`src/rtl/floo_mcast_fork_pkg.sv`:
```
// -----------------------------------------------------------------------------
// floo_mcast_fork_pkg
// Shared types for the multicast fork stage:
//   - hdr_t / flit_t : default flit layout (header carries `last`)
//   - fork_state_e   : debug view of the implicit fork FSM
//   - PORT_*         : router port indices (Eject/North/East/South/West)
// -----------------------------------------------------------------------------
package floo_mcast_fork_pkg;

    typedef struct packed {
        logic       last;
        logic [3:0] dst;
    } hdr_t;

    typedef struct packed {
        hdr_t        hdr;
        logic [15:0] payload;
    } flit_t;

    // IDLE: no selected output has taken the current flit yet.
    // PARTIAL: some outputs have taken it, others are still outstanding.
    typedef enum logic {
        FORK_IDLE    = 1'b0,
        FORK_PARTIAL = 1'b1
    } fork_state_e;

    localparam int unsigned PORT_EJECT = 0;
    localparam int unsigned PORT_NORTH = 1;
    localparam int unsigned PORT_EAST  = 2;
    localparam int unsigned PORT_SOUTH = 3;
    localparam int unsigned PORT_WEST  = 4;

endpackage

```
`src/rtl/floo_mcast_fork.sv`:
```
// -----------------------------------------------------------------------------
// floo_mcast_fork
// Replicates one input flit to every output selected by a one-hot or
// multi-hot route selection. Each output has its own valid/ready handshake;
// the input is popped only once every selected output has accepted its copy.
// Unicast traffic passes through with zero added latency.
//
// Handshake semantics (input side and each output port): a transfer happens
// in a cycle where valid and ready are both high; valid, once raised, stays
// high with stable data until that transfer; ready may depend
// combinationally on valid.
//
// Ports:
//   clk_i, rst_ni  : clock, synchronous active-low reset
//   valid_i/ready_o/channel_i/route_sel_i : input flit and its route
//   valid_o/ready_i/channel_o             : per-output replicated flit
//   drop_o         : pulse when a valid flit with empty route is discarded
//   mcast_cnt_o    : completed multi-hot flits (saturating)
//   dbg_sent_o     : outputs that already accepted the current flit
//   dbg_state_o    : IDLE / PARTIAL view of the fork
//
// Build option: define FLOO_MCAST_FORK_STATS_EN to instantiate the
// multicast counter; otherwise mcast_cnt_o is tied to zero.
// -----------------------------------------------------------------------------
module floo_mcast_fork
    import floo_mcast_fork_pkg::*;
#(
    parameter int unsigned NumRoutes = 5,
    parameter type         flit_t    = floo_mcast_fork_pkg::flit_t,
    parameter int unsigned CntWidth  = 32
) (
    input  logic                 clk_i,
    input  logic                 rst_ni,
    input  logic                 valid_i,
    output logic                 ready_o,
    input  flit_t                channel_i,
    input  logic [NumRoutes-1:0] route_sel_i,
    output logic [NumRoutes-1:0] valid_o,
    input  logic [NumRoutes-1:0] ready_i,
    output flit_t [NumRoutes-1:0] channel_o,
    output logic                 drop_o,
    output logic [CntWidth-1:0]  mcast_cnt_o,
    output logic [NumRoutes-1:0] dbg_sent_o,
    output fork_state_e          dbg_state_o
);

    logic [NumRoutes-1:0] sent_q;
    logic [NumRoutes-1:0] hs;
    logic                 done;

    // Ports that already took the flit are masked so each sees one copy.
    assign valid_o = {NumRoutes{valid_i}} & route_sel_i & ~sent_q;
    assign hs      = valid_o & ready_i;
    // Complete once no selected port remains outstanding after this cycle.
    // An empty selection completes immediately (the drop case).
    assign done    = valid_i & ((route_sel_i & ~(sent_q | hs)) == '0);
    assign ready_o = done;
    assign drop_o  = valid_i & (route_sel_i == '0);

    always_comb begin
        for (int i = 0; i < NumRoutes; i++) begin
            channel_o[i] = channel_i;
        end
    end

    always_ff @(posedge clk_i) begin
        if (!rst_ni) begin
            sent_q <= '0;
        end else if (done) begin
            sent_q <= '0;
        end else begin
            sent_q <= sent_q | hs;
        end
    end

    assign dbg_sent_o  = sent_q;
    assign dbg_state_o = (sent_q == '0) ? FORK_IDLE : FORK_PARTIAL;

`ifdef FLOO_MCAST_FORK_STATS_EN
    logic [CntWidth-1:0] cnt_q;
    logic                is_mcast;

    assign is_mcast = ($countones(route_sel_i) > 1);

    always_ff @(posedge clk_i) begin
        if (!rst_ni) begin
            cnt_q <= '0;
        end else if (done && is_mcast && (cnt_q != '1)) begin
            cnt_q <= cnt_q + {{(CntWidth-1){1'b0}}, 1'b1};
        end
    end

    assign mcast_cnt_o = cnt_q;
`else
    assign mcast_cnt_o = '0;
`endif

endmodule

```
`config.mk`:
```
export PLATFORM = sky130hd
export DESIGN_NAME = floo_mcast_fork
export DESIGN_NICKNAME = d
export VERILOG_FILES = /design/src/rtl/floo_mcast_fork_pkg.sv /design/src/rtl/floo_mcast_fork.sv
export SDC_FILE = /design/constraint.sdc
export NUM_CORES = 1
export LEC_CHECK = 0
export ABC_AREA = 0
export BUFFER_PORTS_ARGS = -buffer_cell sky130_fd_sc_hd__buf_2
export CAP_MARGIN = 25
export CORE_ASPECT_RATIO = 0.5
export CORE_MARGIN = 2
export CORE_UTILIZATION = 32
export CTS_CLUSTER_SIZE = 8
export DETAILED_ROUTE_END_ITERATION = 12
export PLACE_DENSITY = 0.81
export SLEW_MARGIN = 5
export SYNTH_ARGS = -nofsm -noshare
export SYNTH_HDL_FRONTEND = slang
export SYNTH_SLANG_ARGS = --single-unit
```
`constraint.sdc`:
```
create_clock -name clk_i -period 1.4 [get_ports clk_i]
set_input_delay 0.14 -clock clk_i [delete_from_list [all_inputs] [get_ports clk_i]]
set_output_delay 0.14 -clock clk_i [all_outputs]
set_load 0.05 [all_outputs]
```
**After elaboration in Yosys (flattened, before gate mapping)**

Index checks and enable logic that the tools add are counted.

- Add/subtract/negate cells: 0
- Multipliers: 0
- Div/mod/pow operators: 0
- Order comparisons: 0
- Eq/ne operators: 0
- Shift-type cells: 0
- Mux-type cells: 1
- Bitwise gates (word level): 10
- Reductions and logical operators: 4

Operator list:

| cell | count |
|---|---|
| AND 5 bit | 4 |
| zero test 5 bit | 3 |
| inverter 5 bit | 2 |
| OR 5 bit | 1 |
| AND 1 bit | 2 |
| OR reduction 2 bit | 1 |
| 2-to-1 mux 1 bit | 1 |
| inverter 1 bit | 1 |

- Bits in registers: 5
- Bits in latches: 0
- RAM bits: 0
- Bits in read-only memories: 0
- Input bits: 34
- Output and inout port bits: 150
- Logic and storage cells: 16
- Memories: 0

**Logic depth before layout (Yosys ltp)**

Gate-level depths: netlist of the first run.

- Depth after elaboration: 9
- Gate-level depth with buffers: 4
- Depth with buffers taken out: 3

**Least setup slack after synthesis of the first run**

OpenSTA, ideal clock, no wires.

- Path type: input to output
- Start point: in route_sel_i[3]
- End point: out drop_o
- Arrival time: 1.706 ns
- Required time: 1.260 ns
- Slack: -0.446 ns
- Stages: 2
- Path buffers: 0
- Cells stage by stage: or4b_1 nor3_1

- Cells in the longest elaborated chain, start to end: 2

RTL lines:

| element | line | RTL |
|---|---|---|
| start, declared | floo_mcast_fork.sv:37 | `input logic [NumRoutes-1:0] route_sel_i,` |
| zero test 5 bit | floo_mcast_fork.sv:58 | `assign drop_o = valid_i & (route_sel_i == '0);` |
| AND 1 bit | floo_mcast_fork.sv:58 |  |
| end, declared | floo_mcast_fork.sv:41 | `output logic drop_o,` |

No other way between the ends.

**Final worst setup path of the first run**

- Start point: reg sent_q[3] (netlist: dbg_sent_o[3])
- End point: out ready_o

- Cells in the longest elaborated chain, start to end: 8

RTL lines:

| element | line | RTL |
|---|---|---|
| start, declared | floo_mcast_fork.sv:47 | `logic [NumRoutes-1:0] sent_q;` |
| start signal, assigned | floo_mcast_fork.sv:72 | `sent_q <= sent_q \| hs;` |
| inverter 5 bit | floo_mcast_fork.sv:52 | `assign valid_o = {NumRoutes{valid_i}} & route_sel_i & ~sent_q;` |
| AND 5 bit | floo_mcast_fork.sv:52 |  |
| AND 5 bit | floo_mcast_fork.sv:53 | `assign hs = valid_o & ready_i;` |
| OR 5 bit * | floo_mcast_fork.sv:56 | `assign done = valid_i & ((route_sel_i & ~(sent_q \| hs)) == '0);` |
| inverter 5 bit * | floo_mcast_fork.sv:56 |  |
| AND 5 bit * | floo_mcast_fork.sv:56 |  |
| zero test 5 bit * | floo_mcast_fork.sv:56 |  |
| AND 1 bit * | floo_mcast_fork.sv:56 |  |
| end, declared | floo_mcast_fork.sv:35 | `output logic ready_o,` |

Every way passes the cells marked *; elsewhere a longest branch is shown, timed or not.

==> results.toml, run 1 <==
[global_routing]
grt_max_degree = 7
grt-ovfl-total = 0
grt_pass1_wl_mm = 2.51
grt_pass1_vias = 533
gr-max-usage-layer = "met2"
met2_usage = 0.112
antenna_found_initial = 0
grt_use_met1 = 0.0507
grt_use_met3 = 0.0719
track_usage = 0.0709

[placed_design]
portBuffers = 25
place_ws_ns = 0.0467
dp_hpwl_mm = 1.42
post-place-cells = 157
place.gp.congestion = 0.863
place_area_sq_um = 678

[synthesis]
syn_inst = 181
synth_area_sq_mm = 0.00135
synth_area_per_cell_sq_um = 7.43
synth_seq_cells = 5
yosys.cell_types.count = 19
ys_seq_area_frac = 0.0744
ys_warn_count = 0

[outcome]
run_status = "finished with violations"
violations = "setup timing"

[sta]
fin_ws_ns = -0.107
hold_viol_final = 0
post-route-period-util = 1.08
report.final.slew_viol_count = 0
rsz0062_at_grt = "true"
fmax_ghz = 0.664
setup_violations = 1
setup_tns_ns = -0.107
period_minus_slack_ns = 1.51
finClkSkew_ns = 0.00180

[clocking]
h-tree-depth = 1
clk_latency_ns = 0.22
clk_pin_slew_ns = 0.04
cts_root_buf = "clkbuf_8"
clock_sinks = 5
cts_buffer_depth = 2
cts_tree = "done"
cts_buffers = 3

[worst_setup_path]
endpoint_kind = "output port"
worstPathArrival_ns = 1.37
worst-path-max-fanout = 5
crit_type = "reg -> out"
path_cells = "or3b_1 -> o2111a_2 -> and2_4 -> buf_8"
crit_path_top_delay_cell = "or3b_1"
max_stage_delay_ns = 0.36
required_ns = 1.26
critPathLaunchType = "flop"
cp_top_family = "simple AND/OR/NAND/NOR gates"
critical_path_buf_inv_count = 1

[route]
wl_mm = 1.75
viasPerCell = 3.47
via_count = 559
wl_per_cell_microns = 10.8
firstDrtPassIters = 3
first_iter_violations = 7
final_antenna_net_count = 0
drc = 0

[cells_and_area]
nets = 142
largest_reg_flops = 5
fin_area_sq_um = 742
fin_cells = 161
drive_gt1_frac = 0.402
syn_to_final_growth_pct = -44.8
num-fill-cells = 453
diodes = 0

[pwr]
power.total_uw = 826
p_leak_uw = 0.000414
vdd_drop_max_mv = 0.236
power_density_mw_per_mm2 = 1110

[floorplanning]
io_pins = 184
start_util = 0.339
die_width_microns = 95.7
die_area_sq_mm = 0.00477
die_h_microns = 49.8
core_area_sq_mm = 0.00396
fp-row-count = 16

[worst_hold_path]
hp-class = "in -> reg"

[flow_run]
cap_viol_max_count = 0
[power by group]
part           switching, uW  leakage, uW  total [uW]  internal [uW]
combinational            327     0.000349         392           65.6
clock                   76.9    0.0000228         273            196
sequential              8.02    0.0000430         161            152
total                    412     0.000414         826            414
[kinds of logic after synthesis]
family                 count (synthesis)  synth area share
buffers and inverters                139             0.771
and+or+nand+nor                       24            0.0986
AOI/OAI and AO/OA                     12            0.0530
DFF                                    5            0.0744
other                                  1           0.00279
[final cells by class]
type | count | area (sq um) | share of cell area
inverters | 1 | 3.75 | 0.00506
well taps | 54 | 67.6 | 0.0911
repair buffers | 29 | 168 | 0.226
multi-input cells | 68 | 352 | 0.474
clock buffers | 4 | 45.0 | 0.0607
flip-flops and latches | 5 | 106 | 0.143
[worst paths after layout]
check | from | endpoint | slack [ns] | cells after the start
setup / recovery | dbg_sent_o[3]$_SDFF_PP0_ | ready_o | -0.11 | 4
hold / removal | rst_ni | dbg_sent_o[0]$_SDFF_PP0_ | 0.20 | 3
setup reg to reg | dbg_sent_o[3]$_SDFF_PP0_ | dbg_sent_o[2]$_SDFF_PP0_ | 0.20 | 4
hold reg to reg | dbg_sent_o[4]$_SDFF_PP0_ | dbg_sent_o[4]$_SDFF_PP0_ | 0.55 | 2
[placed cells by master (no fill, tap or decap)]
| cell type | count |
|---|---|
| and3_1 | 5 |
| inv_1 | 1 |
| or2b_1 | 1 |
| dfxtp_2 | 5 |
| and3_2 | 1 |
| clkbuf_1 | 1 |
| a21oi_1 | 5 |
| buf_2 | 23 |
| buf_8 | 1 |
| a32oi_2 | 1 |
| and2_4 | 1 |
| or4b_1 | 1 |
| clkbuf_4 | 1 |
| buf_4 | 4 |
| or3b_1 | 2 |
| conb_1 | 32 |
| nor2_1 | 5 |
| o21ai_0 | 5 |
| nor3_4 | 1 |
| nor4_2 | 1 |
| nand2_1 | 6 |
| clkbuf_8 | 3 |
| o2111a_2 | 1 |
[through the flow]
| step | util | hold WS, ns |
|---|---|---|
| global placement | 0.171 | 0.281 |
| floorplan | - | 0.271 |
| finish | 0.187 | 0.195 |
| detailed placement | 0.171 | 0.281 |
| global route | 0.187 | 0.200 |
| CTS | 0.185 | 0.191 |
[worst min-delay path, stage by stage]
cell	delay, ns
buf_2	0.12
o21ai_0	0.07
a21oi_1	0.04
[timing repair]
item / CTS / global route
resized for setup: 3 / 2
hold buffers: 0 / 0
setup buffers: 0 / 0
pin swaps: 2 / 0
endpoints found under the setup margin: 2 / 3
gates cloned: 0 / 0
[per-layer routing]
| metal | up-vias | share of wire | wire length [microns] |
|---|---|---|---|
| li1 | 254 | - | - |
| met3 | 15 | 0.18 | 312 |
| met1 | 244 | 0.27 | 476 |
| met2 | 46 | 0.51 | 898 |
| met5 | - | 0 | 0 |
| met4 | 0 | 0.033 | 58 |
[cells in the mapped netlist]
library cell | n | share of area
o21ai_0 | 5 | 0.019
inv_1 | 1 | 0.0028
or4b_1 | 1 | 0.0074
and3_1 | 5 | 0.023
nor3_1 | 1 | 0.0037
nor2_1 | 5 | 0.014
or2b_1 | 1 | 0.0056
nor4_1 | 1 | 0.0047
buf_4 | 137 | 0.76
conb_1 | 1 | 0.0028
clkbuf_2 | 1 | 0.0037
a32oi_1 | 1 | 0.0065
or3b_1 | 2 | 0.013
a21oi_1 | 5 | 0.019
and3_2 | 1 | 0.0056
o2111a_2 | 1 | 0.0093
dfxtp_1 | 5 | 0.074
nand2_1 | 6 | 0.017
and2_1 | 1 | 0.0047
(Power assumes the default switching activity.)
==> run 2, diff against run 1 <==
--- a/config.mk
+++ b/config.mk
@@ -5,7 +5,7 @@
 export SDC_FILE = /design/constraint.sdc
 export NUM_CORES = 1
 export LEC_CHECK = 0
-export ABC_AREA = 0
+export ABC_AREA = 1
 export BUFFER_PORTS_ARGS = -buffer_cell sky130_fd_sc_hd__buf_2
 export CAP_MARGIN = 25
 export CORE_ASPECT_RATIO = 0.5
@@ -13,7 +13,7 @@
 export CORE_UTILIZATION = 32
 export CTS_CLUSTER_SIZE = 8
 export DETAILED_ROUTE_END_ITERATION = 12
-export PLACE_DENSITY = 0.81
+export PLACE_DENSITY = 0.8
 export SLEW_MARGIN = 5
 export SYNTH_ARGS = -nofsm -noshare
 export SYNTH_HDL_FRONTEND = slang
==> run 2 against run 1 <==
Net effect: the run now ends clean; global-route usage down 1.2 points; core utilization down 0.49 points; final cell count up 7.5%; first-iteration DRC count up 130%; power down 2.1%; clock-buffer cell count unchanged; worst hold slack worse by 0.0067 ns; die area up 3.7%; largest cell class unchanged; highest routed layer unchanged.
==> results.toml, run 2 <==
[cells_and_area]
layout_common_cells = "conb_1 (32), buf_2 (24), inv_1 (13)"
finalCoreUtilization = 0.182
fin_area_sq_um = 737
fin_cells = 173
diodes = 0
syn_to_final_growth_pct = -47.3
multi_input_area_sq_um = 332
num-fill-cells = 482
drive_gt1_frac = 0.361
nets = 154
largest_reg_flops = 5
seq_area_sq_um = 109
layout_commonest_cell = "conb_1"

[floorplanning]
die_area_sq_mm = 0.00494
die_width_microns = 97.5
core_area_sq_mm = 0.00404
fp-row-count = 16
start_util = 0.346
die_h_microns = 50.7
io_pins = 184

[route]
via_count = 547
viasPerCell = 3.16
wl_mm = 1.68
firstDrtPassIters = 3
first_iter_violations = 16
final_antenna_net_count = 0
drc = 0
wl_per_cell_microns = 9.70

[clocking]
cts_root_buf = "clkbuf_8"
clock_sinks = 5
clk_pin_slew_ns = 0.03
clk_latency_ns = 0.22
cts_buffers = 3
post-cts-setup-buffers = 0
cts_buffer_depth = 2
cts_tree = "done"
h-tree-depth = 1

[pwr]
intPower_uw = 401
sequentialPowerShare = 0.198
p_comb_frac = 0.477
vdd_drop_max_mv = 0.234
switching_share = 0.504
switchingPower_uw = 407
clockPowerShare = 0.325
p_leak_uw = 0.000441
power_density_mw_per_mm2 = 1100

[synthesis]
synth_top_cell_by_area = "buf_4"
ys_warn_count = 0
synth.most_common_cell = "buf_4"
syn_inst = 197
synth_seq_cells = 5
synth_area_sq_mm = 0.00140
synth_edf_count = 0
synthArstFlopShare = 0
ys_top_cells_by_count = "buf_4 (137), inv_1 (14), nand2_1 (12), nor2_1 (9), nand3_1 (7)"
synth_area_leaders = "buf_4 (74%), dfxtp_1 (7.2%), inv_1 (3.8%)"
yosys.cell_types.count = 15
synth_flop_cell = "dfxtp_1"
yosysTopAreaCellShare = 0.736
ys_seq_area_frac = 0.0716
synth_area_per_cell_sq_um = 7.09

[sta]
setup_violations = 0
report.final.slew_viol_count = 0
finClkSkew_ns = 0.000723
fmax_ghz = 0.763
period_minus_slack_ns = 1.31
post-route-period-util = 0.936
rsz0062_at_grt = "false"
setup_tns_ns = 0
fin_ws_ns = 0.0899
hold_viol_final = 0

[global_routing]
grt_max_degree = 12
grt_pass1_vias = 532
grt-ovfl-total = 0
antenna_found_initial = 0
track_usage = 0.0592
grt_pass1_wl_mm = 2.24

[placed_design]
place_ws_ns = 0.149
place_area_sq_um = 683
place.gp.congestion = 0.680
portBuffers = 25
dp_hpwl_mm = 1.41
post-place-cells = 169

[worst_setup_path]
crit_path_top_delay_cell = "dfxtp_4"
crit_type = "reg -> out"
required_ns = 1.26
path_cells = "inv_1 -> nand3_1 -> nand2_1 -> nor2_2 -> nand2_2 -> inv_2 -> buf_6"
critPathLaunchType = "flop"
max_stage_delay_ns = 0.35
worstPathArrival_ns = 1.17
endpoint_kind = "output port"
worst-path-max-fanout = 4

[outcome]
run_status = "finished, final reports clean"

[flow_run]
cap_viol_max_count = 0

[worst_hold_path]
hp-class = "in -> reg"
## run 2: final timing paths
kind                             from                        to  slack (ns)  depth (start not counted)
max reg2reg  dbg_sent_o[4]$_SDFF_PP0_  dbg_sent_o[1]$_SDFF_PP0_        0.43                          7
min reg2reg  dbg_sent_o[2]$_SDFF_PP0_  dbg_sent_o[2]$_SDFF_PP0_        0.56                          4
max          dbg_sent_o[4]$_SDFF_PP0_                   ready_o        0.09                          7
min                            rst_ni  dbg_sent_o[4]$_SDFF_PP0_        0.19                          3
## run 2: power by group through the flow
stage	combinational, uW	sequential, uW	clock (uW)
2_1_floorplan	1180	190	0
3_3_place_gp	381	163	0
3_5_place_dp	383	163	0
4_1_cts	384	161	271
5_1_grt	407	162	288
6_report	386	160	263
## run 2: final cells by class
type,count,share of cell area
Multi-Input combinational cell,71,0.450
Timing Repair Buffer,25,0.178
Sequential cell,5,0.148
Tap cell,54,0.0917
Inverter,14,0.0713
Clock buffer,4,0.0611
## run 2: worst max-delay path, delay by kind of cell (launching register included)
kind / cells / cell delay, ns
flops: 1 / 0.35
buf+inv: 3 / 0.27
simple gates: 4 / 0.32
## run 2: kinds of logic (layout without fill, tap and decap cells)
| kind of cell | after synthesis | after routing | synth area share |
|---|---|---|---|
| buffers and inverters | 152 | 43 | 0.782 |
| AND/OR/NAND/NOR | 39 | 39 | 0.144 |
| flip-flops | 5 | 5 | 0.0716 |
| other | 1 | 32 | 0.00268 |
## run 2: what timing repair did
action,CTS,global route
hold buffers,0,0
resized for setup,1,3
setup endpoints to repair,1,1
## run 2: routing by layer
metal  vias to the layer above  wire [microns]  GRT usage
met5                         -               0          0
met4                         0             128      0.102
met3                        21             194     0.0181
met2                        21            1010      0.113
met1                       239             349     0.0345
li1                        266               -          -
## run 2: metrics by stage
stage          hold slack (ns)  total power [uW]
2_1_floorplan            0.274              1370
3_3_place_gp             0.281               544
3_5_place_dp             0.281               546
4_1_cts                  0.193               816
5_1_grt                  0.194               857
6_report                 0.189               809
==> run 3, diff against run 2 <==
--- a/config.mk
+++ b/config.mk
@@ -14,6 +14,7 @@
 export CTS_CLUSTER_SIZE = 8
 export DETAILED_ROUTE_END_ITERATION = 12
 export PLACE_DENSITY = 0.8
+export RECOVER_POWER = 100
 export SLEW_MARGIN = 5
 export SYNTH_ARGS = -nofsm -noshare
 export SYNTH_HDL_FRONTEND = slang
==> run 3 against run 2 <==
Net effect: clock skew is the same; sequential share of layout area grew 0.41 points; critical endpoint unchanged; register-to-register slack lost 0.08 ns; largest cell class unchanged; sequential power about the same; non-clock buffer count stayed put; clock-buffer cell count unchanged; final cell count stayed put; flip-flop and latch count unchanged; maximum frequency is 1.2% higher; first-iteration DRC count rose by 13%; critical path type unchanged; combinational power is 2% lower.
==> results.toml, run 3 (same netlist as run 2, synthesis figures left out) <==
[cells_and_area]
layout_common_cells = "conb_1 (32), nand2_1 (14), inv_1 (13)"
drive_gt1_frac = 0.277
largest_reg_flops = 5
nets = 154
layout_commonest_cell = "conb_1"
fin_cells = 173
diodes = 0
syn_to_final_growth_pct = -48.7

[global_routing]
gr-max-usage-layer = "met2"
grt_max_degree = 12
grt_use_met3 = 0.0181
met2_usage = 0.113
grt_use_met1 = 0.0345
grt_pass1_vias = 532
track_usage = 0.0592
antenna_found_initial = 0
grt_pass1_wl_mm = 2.24
grt-ovfl-total = 0

[floorplanning]
start_util = 0.346
die_area_sq_mm = 0.00494
die_width_microns = 97.5
die_h_microns = 50.7
fp-row-count = 16
io_pins = 184
core_area_sq_mm = 0.00404

[worst_setup_path]
crit_path_start = "dbg_sent_o[4]$_SDFF_PP0_"
r2r_slack_ns = 0.35
worst-path-max-fanout = 4
endpoint_kind = "output port"
worstPathArrival_ns = 1.15
timing.rr.end = "dbg_sent_o[1]$_SDFF_PP0_"
crit_type = "reg -> out"
r2r-start = "dbg_sent_o[4]$_SDFF_PP0_"
critPathLaunchType = "flop"
required_ns = 1.26
endpoint = "ready_o"
r2r_cells = 7

[clocking]
clk_latency_ns = 0.22
clk_pin_slew_ns = 0.03
hold_buffers = 0
cts_buffers = 3
cts_tree = "done"
cts_root_buf = "clkbuf_8"
h-tree-depth = 1
post-cts-setup-buffers = 0
cts_buffer_depth = 2
clock_sinks = 5

[route]
viasPerCell = 3.15
firstDrtPassIters = 3
via_count = 545
drc = 0
wl_per_cell_microns = 9.66
final_antenna_net_count = 0
wl_mm = 1.67
first_iter_violations = 18

[sta]
rsz0062_at_grt = "false"
finClkSkew_ns = 0.000723
period_minus_slack_ns = 1.29
slew_headroom = 0.597
fmax_ghz = 0.773
post-route-period-util = 0.925
report.final.slew_viol_count = 0
setup_tns_ns = 0
hold_viol_final = 0
setup_violations = 0
worst_pin_slew_ns = 0.607

[placed_design]
post-place-cells = 169
place.gp.congestion = 0.680
dp_hpwl_mm = 1.41
portBuffers = 25

[pwr]
switchingPower_uw = 406
p_leak_uw = 0.000406
clockPowerShare = 0.328
intPower_uw = 396
switching_share = 0.506
p_comb_frac = 0.472
power_density_mw_per_mm2 = 1120
vdd_drop_max_mv = 0.231
sequentialPowerShare = 0.200

[flow_run]
cap_viol_max_count = 0

[worst_hold_path]
hp-class = "in -> reg"
min_path_cells = 3

[outcome]
run_status = "finished, final reports clean"
==> run 3: changes by cell type in the layout (fill, tap and decap cells not counted) <==
cell | previous run | this run
clkbuf_2 | 0 | 4
nand2_2 | 1 | 0
buf_2 | 24 | 12
nand2_1 | 12 | 14
clkbuf_1 | 1 | 9
nand2_4 | 1 | 0
==> run 3: area by class of cell <==
type                            count  area [sq um]
Timing Repair Buffer               25           121
Sequential cell                     5           109
Multi-Input combinational cell     71           322
Clock buffer                        4          45.0
Tap cell                           54          67.6
Fill cell                         488          3330
Inverter                           14          52.6
==> run 3: per-stage QoR <==
stage	power (uW)	cell area (sq um)	setup WS (ns)	hold WS [ns]	utilization
4_1_cts	816	731	0.0450	0.193	0.181
3_5_place_dp	546	683	0.149	0.281	0.169
6_report	802	717	0.106	0.243	0.177
2_1_floorplan	1370	1530	0.0574	0.274	-
3_3_place_gp	544	683	0.175	0.281	0.169
5_1_grt	850	717	0.0124	0.276	0.177
==> run 3: critical path, stage by stage, from the launching register on <==
cell     delay [ns]
dfxtp_4        0.35
inv_1          0.05
nand3_1        0.07
nand2_1        0.06
nor2_2         0.10
nand2_1        0.08
inv_2          0.07
buf_6          0.15
==> run 3: worst min path at each step <==
stage | from | endpoint
after floorplan | rst_ni | dbg_sent_o[0]$_SDFF_PP0_
after global placement | channel_i[20] | channel_o[20]
after detailed placement | channel_i[20] | channel_o[20]
after CTS | rst_ni | dbg_sent_o[3]$_SDFF_PP0_
after global routing | rst_ni | dbg_sent_o[4]$_SDFF_PP0_
final | rst_ni | dbg_sent_o[3]$_SDFF_PP0_
==> run 3: timing repair <==
item	in CTS	in global routing
resized for setup	1	3
hold endpoints to repair	0	0
endpoints found under the setup margin	1	1
==> run 3: layer usage <==
layer / part of all wire / wire length [microns]
met2: 0.60 / 1000
met1: 0.21 / 344
met4: 0.077 / 128
met5: 0 / 0
met3: 0.12 / 194
==> run 3: power by group through the flow <==
stage,Sequential [uW],Clock [uW],Combinational (uW)
after floorplan,190,0,1180
after global placement,163,0,381
after detailed placement,163,0,383
after CTS,161,271,384
after global routing,162,288,400
final,160,263,379
